$ cat config.mk
export PLATFORM = sky130hd
export DESIGN_NAME = dmem_arbiter
export DESIGN_NICKNAME = d
export VERILOG_FILES = /design/src/rtl/dmem_pkg.sv /design/src/rtl/dmem_req_check.sv /design/src/rtl/dmem_arbiter.sv
export SDC_FILE = /design/constraint.sdc
export NUM_CORES = 1
export LEC_CHECK = 0
export BUFFER_PORTS_ARGS = -buffer_cell sky130_fd_sc_hd__buf_2
export CORE_MARGIN = 2
export CORE_UTILIZATION = 53
export DETAILED_ROUTE_END_ITERATION = 12
export PLACE_DENSITY = 0.86
export SETUP_SLACK_MARGIN = 0.2
export SLEW_MARGIN = 20
export SYNTH_ARGS = -nofsm -noshare
export SYNTH_HDL_FRONTEND = slang
export SYNTH_SLANG_ARGS = --single-unit
$ cat constraint.sdc
create_clock -name clk -period 8.95 [get_ports clk]
set_clock_uncertainty 0.1 [all_clocks]
set_input_delay 1.3425 -clock clk [delete_from_list [all_inputs] [get_ports clk]]
set_output_delay 1.3425 -clock clk [all_outputs]
set_load 0.02 [all_outputs]
$ cat src/rtl/dmem_pkg.sv
`default_nettype none
// ============================================================================
//  Module      : dmem_pkg
//  Description : Shared width codes, arbiter state encoding and the
//                access-size helper for the data-memory arbiter.
//  Revision    : 1.0 - initial release
// ============================================================================
package dmem_pkg;

    // Width/sign codes carried on the ctrl buses
    localparam logic [2:0] CTRL_B  = 3'b000;
    localparam logic [2:0] CTRL_H  = 3'b001;
    localparam logic [2:0] CTRL_W  = 3'b010;
    localparam logic [2:0] CTRL_BU = 3'b100;
    localparam logic [2:0] CTRL_HU = 3'b101;

    // Arbiter states: one grant walks IDLE -> ACCESS -> RESP -> IDLE
    typedef enum logic [1:0] {
        IDLE   = 2'd0,
        ACCESS = 2'd1,
        RESP   = 2'd2
    } state_t;

    // Bytes touched by a width code; illegal codes are caught by the checker
    function automatic logic [2:0] access_size(input logic [2:0] ctrl);
        case (ctrl[1:0])
            2'b00:   access_size = 3'd1;
            2'b01:   access_size = 3'd2;
            default: access_size = 3'd4;
        endcase
    endfunction

endpackage
`default_nettype wire

$ cat src/rtl/dmem_req_check.sv
`default_nettype none
// ============================================================================
//  Module      : dmem_req_check
//  Description : Combinational legality check of one memory request:
//                illegal width code, store with an unsigned code,
//                misalignment, or any byte beyond the end of memory.
//  Revision    : 1.0 - initial release
// ============================================================================
module dmem_req_check
    import dmem_pkg::*;
#(
    parameter int MEM_BYTES = 1024
)(
    input  logic [2:0]  i_ctrl,
    input  logic        i_we,
    input  logic [31:0] i_addr,
    output logic        o_err
);

    logic [32:0] w_last;
    logic        w_bad_code;
    logic        w_bad_store;
    logic        w_misalign;
    logic        w_range;

    // Flag every reason a request must not reach memory
    always_comb begin
        // 33-bit sum so an address near 2^32 cannot wrap into range
        w_last      = {1'b0, i_addr} + 33'(access_size(i_ctrl)) - 33'd1;
        w_bad_code  = (i_ctrl == 3'b011) || (i_ctrl == 3'b110) || (i_ctrl == 3'b111);
        w_bad_store = i_we && ((i_ctrl == CTRL_BU) || (i_ctrl == CTRL_HU));
        w_misalign  = (((i_ctrl == CTRL_H) || (i_ctrl == CTRL_HU)) && i_addr[0])
                   || ((i_ctrl == CTRL_W) && (i_addr[1:0] != 2'b00));
        w_range     = (w_last >= 33'(MEM_BYTES));
        o_err       = w_bad_code || w_bad_store || w_misalign || w_range;
    end

endmodule
`default_nettype wire

$ cat src/rtl/dmem_arbiter.sv
`default_nettype none
// ============================================================================
//  Module      : dmem_arbiter
//  Description : Round-robin arbiter sharing a single-port byte-addressed
//                data memory between the load/store unit (m0) and the
//                DMA/loader (m1). One access per grant; illegal requests are
//                answered with err and never touch memory.
//  Revision    : 1.0 - initial release
// ============================================================================
module dmem_arbiter
    import dmem_pkg::*;
#(
    parameter int MEM_BYTES  = 1024,
    parameter bit PRIO_RESET = 1'b0
)(
    input  logic        clk,
    input  logic        rst,
    input  logic        m0_req,
    input  logic        m0_we,
    input  logic [2:0]  m0_ctrl,
    input  logic [31:0] m0_addr,
    input  logic [31:0] m0_wdata,
    output logic        m0_ack,
    output logic        m0_err,
    output logic [31:0] m0_rdata,
    input  logic        m1_req,
    input  logic        m1_we,
    input  logic [2:0]  m1_ctrl,
    input  logic [31:0] m1_addr,
    input  logic [31:0] m1_wdata,
    output logic        m1_ack,
    output logic        m1_err,
    output logic [31:0] m1_rdata,
    output logic        mem_write,
    output logic [2:0]  mem_ctrl,
    output logic [31:0] mem_address,
    output logic [31:0] mem_write_data,
    input  logic [31:0] mem_read_data
);

    state_t      r_state;
    state_t      w_state_next;
    logic        r_prio;
    logic        r_owner;
    logic        r_we;
    logic        r_err;
    logic [2:0]  r_ctrl;
    logic [31:0] r_addr;
    logic [31:0] r_wdata;
    logic [31:0] r_m0_rdata;
    logic [31:0] r_m1_rdata;

    logic        w_grant;
    logic        w_sel;
    logic        w_sel_we;
    logic [2:0]  w_sel_ctrl;
    logic [31:0] w_sel_addr;
    logic [31:0] w_sel_wdata;
    logic        w_check_err;
    logic [31:0] w_load;

    // Choose the candidate: a lone request wins, a tie goes to the pointer
    always_comb begin
        w_sel       = (m0_req && m1_req) ? r_prio : m1_req;
        w_sel_we    = w_sel ? m1_we    : m0_we;
        w_sel_ctrl  = w_sel ? m1_ctrl  : m0_ctrl;
        w_sel_addr  = w_sel ? m1_addr  : m0_addr;
        w_sel_wdata = w_sel ? m1_wdata : m0_wdata;
    end

    dmem_req_check #(
        .MEM_BYTES (MEM_BYTES)
    ) u_req_check (
        .i_ctrl (w_sel_ctrl),
        .i_we   (w_sel_we),
        .i_addr (w_sel_addr),
        .o_err  (w_check_err)
    );

    // State register
    always_ff @(posedge clk) begin
        if (rst) begin
            r_state <= IDLE;
        end else begin
            r_state <= w_state_next;
        end
    end

    // Next state plus the strobes that are only live in ACCESS/RESP
    always_comb begin
        w_state_next = r_state;
        w_grant      = 1'b0;
        mem_write    = 1'b0;
        m0_ack       = 1'b0;
        m1_ack       = 1'b0;
        m0_err       = 1'b0;
        m1_err       = 1'b0;
        case (r_state)
            IDLE: begin
                if (m0_req || m1_req) begin
                    w_grant      = 1'b1;
                    w_state_next = ACCESS;
                end
            end
            ACCESS: begin
                // rst gating keeps a reset in this cycle from committing a store
                mem_write    = r_we && !r_err && !rst;
                w_state_next = RESP;
            end
            RESP: begin
                m0_ack       = !r_owner && !rst;
                m1_ack       =  r_owner && !rst;
                m0_err       = !r_owner && r_err && !rst;
                m1_err       =  r_owner && r_err && !rst;
                w_state_next = IDLE;
            end
            default: w_state_next = IDLE;
        endcase
    end

    // Latch the granted request; the pointer moves to the non-owner in RESP
    always_ff @(posedge clk) begin
        if (rst) begin
            r_prio  <= PRIO_RESET;
            r_owner <= 1'b0;
            r_we    <= 1'b0;
            r_err   <= 1'b0;
            r_ctrl  <= CTRL_W;
            r_addr  <= '0;
            r_wdata <= '0;
        end else begin
            if (w_grant) begin
                r_owner <= w_sel;
                r_we    <= w_sel_we;
                r_err   <= w_check_err;
                r_ctrl  <= w_sel_ctrl;
                r_addr  <= w_sel_addr;
                r_wdata <= w_sel_wdata;
            end
            if (r_state == RESP) begin
                r_prio <= !r_owner;
            end
        end
    end

    // Stores and rejected requests return zero instead of the memory data
    assign w_load = (r_we || r_err) ? 32'd0 : mem_read_data;

    // Capture the load result for the owner at the end of ACCESS
    always_ff @(posedge clk) begin
        if (rst) begin
            r_m0_rdata <= '0;
            r_m1_rdata <= '0;
        end else if (r_state == ACCESS) begin
            if (r_owner) begin
                r_m1_rdata <= w_load;
            end else begin
                r_m0_rdata <= w_load;
            end
        end
    end

    // Memory-side fields only change on a grant, so they hold outside ACCESS.
    // The ctrl latch resets to the word code, which is the idle memory code.
    assign mem_ctrl       = r_ctrl;
    assign mem_address    = r_addr;
    assign mem_write_data = r_wdata;
    assign m0_rdata       = r_m0_rdata;
    assign m1_rdata       = r_m1_rdata;

endmodule
`default_nettype wire

* After elaboration in Yosys (flattened, before gate mapping)
Index checks and enable logic that the tools add are counted.
** Operators by class
- Equal/unequal tests :: 11
- Add/sub/neg operators :: 2
- Reductions and logical operators :: 30
- Multiplexer cells :: 16
- $lt $le $gt $ge :: 1
- Bitwise gates (word level) :: 1
** Operator list (number)
- 2-to-1 mux 32 bit :: 3
- adder 32 x 3 -> 33 bit :: 1
- >= comparator 33 x 11 -> 1 bit, second input constant :: 1
- subtractor 33 x 1 -> 33 bit, second input constant :: 1
- == test 3 bit, second input constant :: 4
- logical AND 1 bit :: 12
- logical OR 1 bit :: 10
- 2-to-1 mux 1 bit :: 9
- == test 3 x 2 -> 1 bit, second input constant :: 2
- one-hot mux 3 bit (2 select lines) :: 1
- == test 2 x 1 -> 1 bit, second input constant :: 2
- logical NOT 2 bit :: 2
- one-hot mux 2 bit (2 select lines) :: 1
- AND reduction 2 bit :: 2
- == test 3 x 1 -> 1 bit, second input constant :: 1
- logical NOT 1 bit :: 3
- 2-to-1 mux 3 bit :: 1
- == test 2 bit, second input constant :: 1
- 2-to-1 mux 2 bit :: 1
- inequality test 2 bit, second input constant :: 1
- nonzero test 2 bit :: 1
- NOT 1 bit :: 1
** Word-level totals
- Output and inout bits :: 136
- Word-level logic and storage cells :: 71
- Register bits after elaboration :: 137
- Bits of input ports :: 172

* Depth between registers and ports, before layout
Gate-level depths: netlist (run 1).
- Depth in word-level cells :: 9
- Gate-level depth with buffers :: 20
- Gate-level depth less buffers :: 18

* By module
Synthesis (run 1) repeated with hierarchy kept, for this count alone.
** Second synthesis, totals
- Cell total of the unflattened synthesis :: 993
- Area total of the unflattened synthesis :: 8065.2 um^2
** By module, submodules not included
- dmem_arbiter :: area an instance 5863.1 um^2, sequential area each 2742.6 um^2, cells an instance 657, instances 1
- dmem_req_check :: area an instance 2202.1 um^2, sequential area each 0.0 um^2, cells an instance 336, instances 1

* Worst setup path before layout (run 1)
OpenSTA, ideal clock, no wires.
- Path kind :: input to register
- From :: in m0_req
- To :: reg r_err
- Path buffers :: 2
- Library setup time :: 131 ps
- Path slack :: 3812 ps
- Stages on the path :: 19
- Arrival time :: 4906 ps
- Data required time :: 8719 ps
- Cell sequence :: inv_1 -> o21ai_1 -> buf_2 -> buf_1 -> mux2i_1 -> ha_1 -> inv_1 -> ha_1 -> inv_1 -> fa_1 -> nand2b_1 -> a21oi_1 -> o21ai_1 -> a211oi_2 -> mux2i_1 -> a2111oi_2 -> nand4_1 -> nor4_1 -> nor3_1
** Between the ends
- Cells in the longest elaborated chain, start to end :: 9
- Elaborated cells on any way between the ends :: 33
- Those cells by class :: add/sub: 2; order compare: 1; eq/ne: 8; mux: 7; reduce/logical: 15
** RTL lines
- start: declaration :: RTL line dmem_arbiter.sv:18 : input logic m0_req,
- logical AND 1 bit :: RTL line dmem_arbiter.sv:64 : w_sel = (m0_req && m1_req) ? r_prio : m1_req;
- 2-to-1 mux 1 bit :: RTL line dmem_arbiter.sv:64
- 2-to-1 mux 3 bit :: RTL line dmem_arbiter.sv:66 : w_sel_ctrl = w_sel ? m1_ctrl : m0_ctrl;
- == test 2 x 1 -> 1 bit, or another cell as far along :: RTL line dmem_pkg.sv:26 : case (ctrl[1:0])
- one-hot mux 3 bit (2 select lines), or another cell as far along :: RTL line dmem_pkg.sv:26
- adder 32 x 3 -> 33 bit, or another cell as far along :: RTL line dmem_req_check.sv:29 : w_last = {1'b0, i_addr} + 33'(access_size(i_ctrl)) - 33'd1;
- subtractor 33 x 1 -> 33 bit, or another cell as far along :: RTL line dmem_req_check.sv:29
- >= comparator 33 x 11 -> 1 bit / logical OR 1 bit (equally long branches) :: RTL line dmem_req_check.sv:34, dmem_req_check.sv:35
- logical OR 1 bit :: RTL line dmem_req_check.sv:35 : o_err = w_bad_code || w_bad_store || w_misalign || w_range;
- end signal: assignment :: RTL line dmem_arbiter.sv:135 : r_err <= w_check_err;
- end: declaration :: RTL line dmem_arbiter.sv:46 : logic r_err;
Parallel ways exist; a longest one is shown, timed or not.
A chain may end at the register's enable or synchronous reset.

* Final worst setup path (run 1)
Ends and elaborated chain as after synthesis.

==> results of run 1 <==
## kinds of logic after synthesis
| kind of cell | synth area share |
|---|---|
| AO/OA/AOI/OAI | 0.233 |
| XOR/XNOR | 0.00801 |
| adder cells (fa/ha/maj) | 0.0582 |
| buffers and inverters | 0.0634 |
| flip-flops | 0.358 |
| multiplexers | 0.0931 |
| AND/OR/NAND/NOR | 0.186 |
## registers in the layout, summed over array words and instances, names as in the netlist
register / count
m0_rdata: 32
m1_rdata: 32
mem_address: 32
mem_write_data: 32
mem_ctrl: 3
r_state: 2
r_err: 1
r_owner: 1
r_prio: 1
r_we: 1
## routing by layer
metal  track usage  share of wire  wire length, µm  vias up
met3        0.0568          0.070             1650       69
li1              -              -                -     3977
met1         0.363           0.40             9490     3733
met2         0.521           0.50            11800      387
met5             0              0                0        -
met4         0.118          0.027              639        0
## power groups by stage
stage	Clock, W	Combinational, W	Sequential [W]
floorplan	0	0.000335	0.000745
global placement	0	0.000544	0.000691
detailed placement	0	0.000553	0.000693
CTS	0.000724	0.000559	0.000680
global route	0.000758	0.000615	0.000685
finish	0.000719	0.000567	0.000680
## final timing paths
path	from	to	slack, ns	cells past startpoint
setup / recovery	m0_req	r_err	3.21	19
hold / removal	m0_rdata[2]	m0_rdata[2]	0.35	2
setup reg to reg	r_prio	r_err	3.93	17
hold reg to reg	m0_rdata[2]	m0_rdata[2]	0.35	2
## final cells by class
| class | count | area share |
|---|---|---|
| Clock buffer | 17 | 0.0433 |
| Clock inverter | 15 | 0.0186 |
| Inverter | 50 | 0.0191 |
| Multi-Input combinational cell | 704 | 0.454 |
| Sequential cell | 137 | 0.279 |
| Tap cell | 180 | 0.0229 |
| Timing Repair Buffer | 315 | 0.163 |
## metrics by stage
stage	instance area (µm²)	util	total power (W)	worst slack [ns]
floorplan	7660	-	0.00108	3.81
finish	9820	0.702	0.00197	3.21
global route	9820	0.702	0.00206	2.81
CTS	9820	0.702	0.00196	3.27
global placement	9210	0.659	0.00124	2.99
detailed placement	9210	0.659	0.00125	2.87
## cell usage in the layout (no fill, tap or decap), types with 3 or more instances in the layout
| cell type | n |
|---|---|
| o211ai_1 | 7 |
| or3_1 | 6 |
| o22ai_1 | 3 |
| buf_4 | 9 |
| inv_1 | 50 |
| mux2i_1 | 69 |
| ha_1 | 34 |
| inv_6 | 5 |
| a21o_1 | 12 |
| and3_1 | 3 |
| o22a_1 | 3 |
| nor2_1 | 97 |
| inv_8 | 3 |
| a211oi_1 | 73 |
| a31oi_1 | 4 |
| nand2_1 | 93 |
| nand2b_1 | 6 |
| nand3_1 | 73 |
| o21ai_0 | 23 |
| xor2_1 | 5 |
| clkbuf_16 | 17 |
| nand4_1 | 10 |
| and2_1 | 6 |
| o21ai_1 | 6 |
| a21oi_1 | 104 |
| a211o_1 | 5 |
| dfxtp_1 | 137 |
| o21a_1 | 6 |
| buf_2 | 306 |
| nor3_1 | 10 |
## worst max-delay path, stage by stage
cell       delay, ns
buf_2           0.11
inv_1           0.06
o21ai_4         0.71
buf_4           0.44
mux2i_1         0.32
ha_1            0.28
inv_1           0.06
ha_1            0.16
inv_1           0.06
fa_1            0.34
nand2b_1        0.14
a21oi_1         0.17
o21ai_1         0.19
a211oi_2        0.51
mux2i_1         0.18
a2111oi_2       0.32
nand4_1         0.14
nor4_1          0.30
nor3_1          0.07
==> results.tsv, run 1 <==
stage	metric	value	unit
power_and_ir_drop	pwr-share-clk	0.366	
critical_path	critPathKind	input pin to register	
yosys	synth.cell_area	7660	µm²
routing	via_per_inst	5.76	
yosys	avgSynthCellArea	7.95	µm²
yosys	synth_cell_types	63	
routing	final_antenna_net_count	0	
yosys	yosysTopAreaCell	dfxtp_1	
timing	setup_violations	0	
critical_path	required	9.13	ns
yosys	synth.most_common_cell	dfxtp_1	
layout	antennaDiodeCount	0	
floorplan	start_util	0.547	
clock_tree	cts-root-buf	clkbuf_16	
clock_tree	postCtsSetupRepairBufs	0	
outcome	status	completed	
floorplan	die_h	124	µm
layout	multiInputGateArea	4460	µm²
timing	fmax	174	MHz
critical_path	path_max_fanout	24	
yosys	synth_ff_type	dfxtp_1	
floorplan	dieArea	15400	µm²
floorplan	design.portCount	308	
yosys	synth_area_leaders	dfxtp_1 (36%), mux2i_1 (9.0%), a211oi_1 (7.2%)	
placed_design	place_congestion	1.01	
yosys	netlist_instances	963	
timing	finalCritPeriodShare	0.641	
yosys	async_reset_ff_frac	0	
clock_tree	cts_buffer_depth	2	
global_routing	track_usage	0.299	
power_and_ir_drop	p_int	0.00128	W
clock_tree	cts_hold_buf	0	
floorplan	core	14000	µm²
yosys	synth_warnings	0	
timing	hold_violations	0	
yosys	synth_edf_count	0	
global_routing	grt_pass1_vias	7778	
global_routing	grt_max_degree	92	
clock_tree	cts_tree	done	
timing	worstMarginPinSlew	0.930	ns
routing	drt_wl_total	23600	µm
critical_path	cp-end-kind	register	
timing	post-route-min-period	5.74	ns
layout	instances_no_fill	1418	
floorplan	chipWidth	124	µm
placed_design	io_buffers	307	
timing	slew_viol_final	0	
power_and_ir_drop	switching_share	0.346	
critical_path	arrival	5.92	ns
layout	area_growth	28.3	%
placed_design	dp_cells	1386	
layout	nFillCells	1169	
clock_tree	cts.sinks	137	
routing	drt_iter0_markers	703	
timing	slew_headroom	0.378	
routing	wire_per_inst	16.6	µm
timing	hold_slack	0.348	ns
yosys	syn_nets	1170	
clock_tree	ctsHtreeMaxLevel	4	
power_and_ir_drop	comb_power_share	0.288	
layout	layout-drive-gt1-share	0.292	
placed_design	hpwl	17500	µm
timing	rsz0062_at_grt	no	
global_routing	grt_antenna_before_repair	0	
yosys	synth-seq-cells	137	
yosys	ys_top_cells_by_count	dfxtp_1 (137), a21oi_1 (104), nor2_1 (99)	
clock_tree	cts_resized	0	
power_and_ir_drop	power_density	200	nW/µm²
yosys	yosysTopAreaCellShare	0.358	
routing	drt_pass1_iterations	8	
layout	area.sequential	2740	µm²
routing	drc	0	
global_routing	grt_pass1_wl	38200	µm
routing	via_count	8166	
clock_tree	path_clk_slew	0.06	ns
floorplan	fp-row-count	43	
yosys	synth-seq-area-share	0.358	
global_routing	overflow	0	
power_and_ir_drop	pwr-share-seq	0.346	
layout	fin_nets	1432	
critical_path	start_kind	input pin	
min_path	hold_path.class	register to register	
clock_tree	cts_inserted_buffers	17	
timing	setup_tns	0	ns
power_and_ir_drop	ir_worst_vdd	0.000142	V
run	drv_cap	0	
power_and_ir_drop	p_leak	4.84	nW
clock_tree	clkLatencyLatePin	0.43	ns
power_and_ir_drop	p_sw	0.000681	W
Power figures use the tool's default switching activity.
==> run 2, diff against run 1 <==
--- a/config.mk
+++ b/config.mk
@@ -7,9 +7,9 @@
 export LEC_CHECK = 0
 export BUFFER_PORTS_ARGS = -buffer_cell sky130_fd_sc_hd__buf_2
 export CORE_MARGIN = 2
-export CORE_UTILIZATION = 53
+export CORE_UTILIZATION = 49
 export DETAILED_ROUTE_END_ITERATION = 12
-export PLACE_DENSITY = 0.86
+export PLACE_DENSITY = 0.81
 export SETUP_SLACK_MARGIN = 0.2
 export SLEW_MARGIN = 20
 export SYNTH_ARGS = -nofsm -noshare
==> constraint.sdc (replaced) <==
create_clock -name clk -period 5.5 [get_ports clk]
set_clock_uncertainty 0.1 [all_clocks]
set_input_delay 0.825 -clock clk [delete_from_list [all_inputs] [get_ports clk]]
set_output_delay 0.825 -clock clk [all_outputs]
set_load 0.02 [all_outputs]
==> run 2 against run 1 <==
Effect of this change: first-iteration DRC count is 21% lower; critical path depth fell by 2; utilization down 5.2 points; die area rose by 7.9%; register-to-register slack got worse by 3.0 ns; combinational power increased by 63%; count of clock-buffer cells in the layout up 1; sequential cell count unchanged; sequential power rose by 63%; final cell count rose by 2.5%; non-clock buffer count up 4; critical endpoint unchanged; largest power group unchanged.
==> results.tsv, run 2 (synthesis results as in run 1) <==
stage	metric	value	unit	change
outcome	status	completed		
placed_design	place_congestion	0.912		-9.3%
routing	drt_iter0_markers	557		-21%
critical_path	start_kind	input pin		
critical_path	critPathKind	input pin to register		
floorplan	fp-row-count	45		+4.7%
timing	rsz0062_at_grt	no		
placed_design	dp_slack	0.344	ns	-2.52 ns
critical_path	ff2ff_setup_slack	0.89	ns	-3.04 ns
routing	via_per_inst	5.55		-3.7%
floorplan	start_util	0.502		-0.0456
timing	fin_ws	0.695	ns	-2.52 ns
floorplan	chipWidth	129	µm	+3.9%
floorplan	design.portCount	308		unchanged
routing	final_antenna_net_count	0		unchanged
min_path	hold_path.class	register to register		
routing	drc	0		unchanged
critical_path	path_max_fanout	22		-8.3%
timing	post-route-min-period	4.81	ns	
clock_tree	cts_inserted_buffers	17		unchanged
timing	finalCritPeriodShare	0.874		
layout	antennaDiodeCount	0		unchanged
floorplan	core	15300	µm²	+9.1%
layout	layout-drive-gt1-share	0.293		+0.000669
global_routing	track_usage	0.275		-0.0236
timing	hold_violations	0		unchanged
placed_design	io_buffers	307		unchanged
timing	worstMarginPinSlew	1.02	ns	+0.0945 ns
global_routing	grt_max_degree	98		+6.5%
power_and_ir_drop	power_density	330	nW/µm²	+65%
global_routing	grt_antenna_before_repair	0		unchanged
routing	via_count	8062		-1.3%
global_routing	grt_pass1_vias	7469		-4.0%
routing	drt_wl_total	23700	µm	+0.71%
critical_path	crit_start	m0_req		
critical_path	crit_end	r_err		
timing	setup_tns	0	ns	unchanged
timing	setup_violations	0		unchanged
clock_tree	cts.sinks	137		unchanged
run	drv_cap	0		unchanged
critical_path	path_cells	buf_2, inv_1, o21ai_4, buf_4, buf_4, mux2i_1, inv_1, ha_1, nand3_1, nor3b_1, a22o_1, a2111o_1, a2111oi_0, and4bb_2, nand4_1, nor4_1, nor3_1		
clock_tree	cts-root-buf	clkbuf_16		
layout	layout_common_cells	buf_2 (306), dfxtp_1 (137), a21oi_1 (104)		
timing	slew_viol_final	0		unchanged
layout	area_growth	29.6	%	
critical_path	r2r_end	r_err		
power_and_ir_drop	fin_total_pwr	0.00328	W	+67%
floorplan	die_h	129	µm	+3.9%
clock_tree	cts_buffer_depth	2		unchanged
critical_path	reg2reg_from	r_prio		
clock_tree	postCtsSetupRepairBufs	0		unchanged
routing	drt_pass1_iterations	5		-3
layout	mostFrequentLayoutCell	buf_2		
clock_tree	cts_hold_buf	0		unchanged
clock_tree	cts_tree	done		
critical_path	arrival	4.96	ns	-0.96 ns
power_and_ir_drop	ir_worst_vdd	0.000233	V	+64%
critical_path	r2r_cells	15		-2
clock_tree	clkLatencyLatePin	0.42	ns	about the same
clock_tree	cts_resized	0		unchanged
critical_path	cp-end-kind	register		
global_routing	grt_pass1_wl	36700	µm	-3.7%
floorplan	dieArea	16600	µm²	+7.9%
placed_design	hpwl	17900	µm	+2.2%
timing	slew_headroom	0.317		-0.0607
power_and_ir_drop	p_leak	4.88	nW	+0.80%
layout	fin_nets	1436		+0.28%
critical_path	cp_slowest_cell	ha_1		
global_routing	overflow	0		unchanged
critical_path	cpPeakStageDelay	0.52	ns	-0.19 ns
routing	wire_per_inst	16.3	µm	-1.7%
min_path	holdCritStartpoint	m0_rdata[21]		
timing	fmax	208	MHz	
critical_path	required	5.66	ns	-3.47 ns
clock_tree	ctsHtreeMaxLevel	4		unchanged
clock_tree	path_clk_slew	0.06	ns	about the same
-- run 2: metrics by stage --
stage	area (µm²)	util	instances	hold WS, ns
floorplan	7660	-	963	0.355
global placement	9280	0.608	1421	0.338
detailed placement	9280	0.608	1421	0.343
CTS	9920	0.650	1453	0.352
global route	9920	0.650	1453	0.368
finish	9920	0.650	1453	0.351
-- run 2: worst min-delay path by stage --
stage                               to  slack, ns  cells past startpoint
after global placement    m1_rdata[20]       0.34                      2
after CTS                 m0_rdata[31]       0.35                      2
after detailed placement  m0_rdata[13]       0.34                      2
after floorplan                 r_prio       0.35                      2
after global routing      m0_rdata[13]       0.37                      2
final                     m0_rdata[21]       0.35                      2
-- run 2: area by class of cell --
class | count | area (µm²)
fill | 1357 | 5340
multi-input combinational | 704 | 4460
sequential | 137 | 2740
timing repair buffer | 319 | 1630
clock buffer | 18 | 429
tap | 211 | 264
clock inverter | 14 | 211
inverter | 50 | 188
-- run 2: layer usage --
metal | vias up | track usage | part of all wire
met2 | 323 | 0.493 | 0.50
met5 | - | 0 | 0
met3 | 55 | 0.0508 | 0.064
li1 | 3983 | - | -
met1 | 3701 | 0.323 | 0.40
met4 | 0 | 0.117 | 0.029
-- run 2: critical path: cells and delay by family --
family | cells | cell delay [ns]
mux | 1 | 0.35
fa+ha+maj | 1 | 0.52
simple gates | 6 | 1.05
buf+inv | 5 | 0.96
compound gates | 4 | 1.24
-- run 2: power by group --
part | leakage (nW) | total [W] | internal (W) | switching (W)
clock | 0.315 | 0.00124 | 0.000774 | 0.000469
combinational | 3.44 | 0.000925 | 0.000339 | 0.000586
sequential | 1.12 | 0.00111 | 0.00107 | 0.0000400
total | 4.88 | 0.00328 | 0.00218 | 0.00110
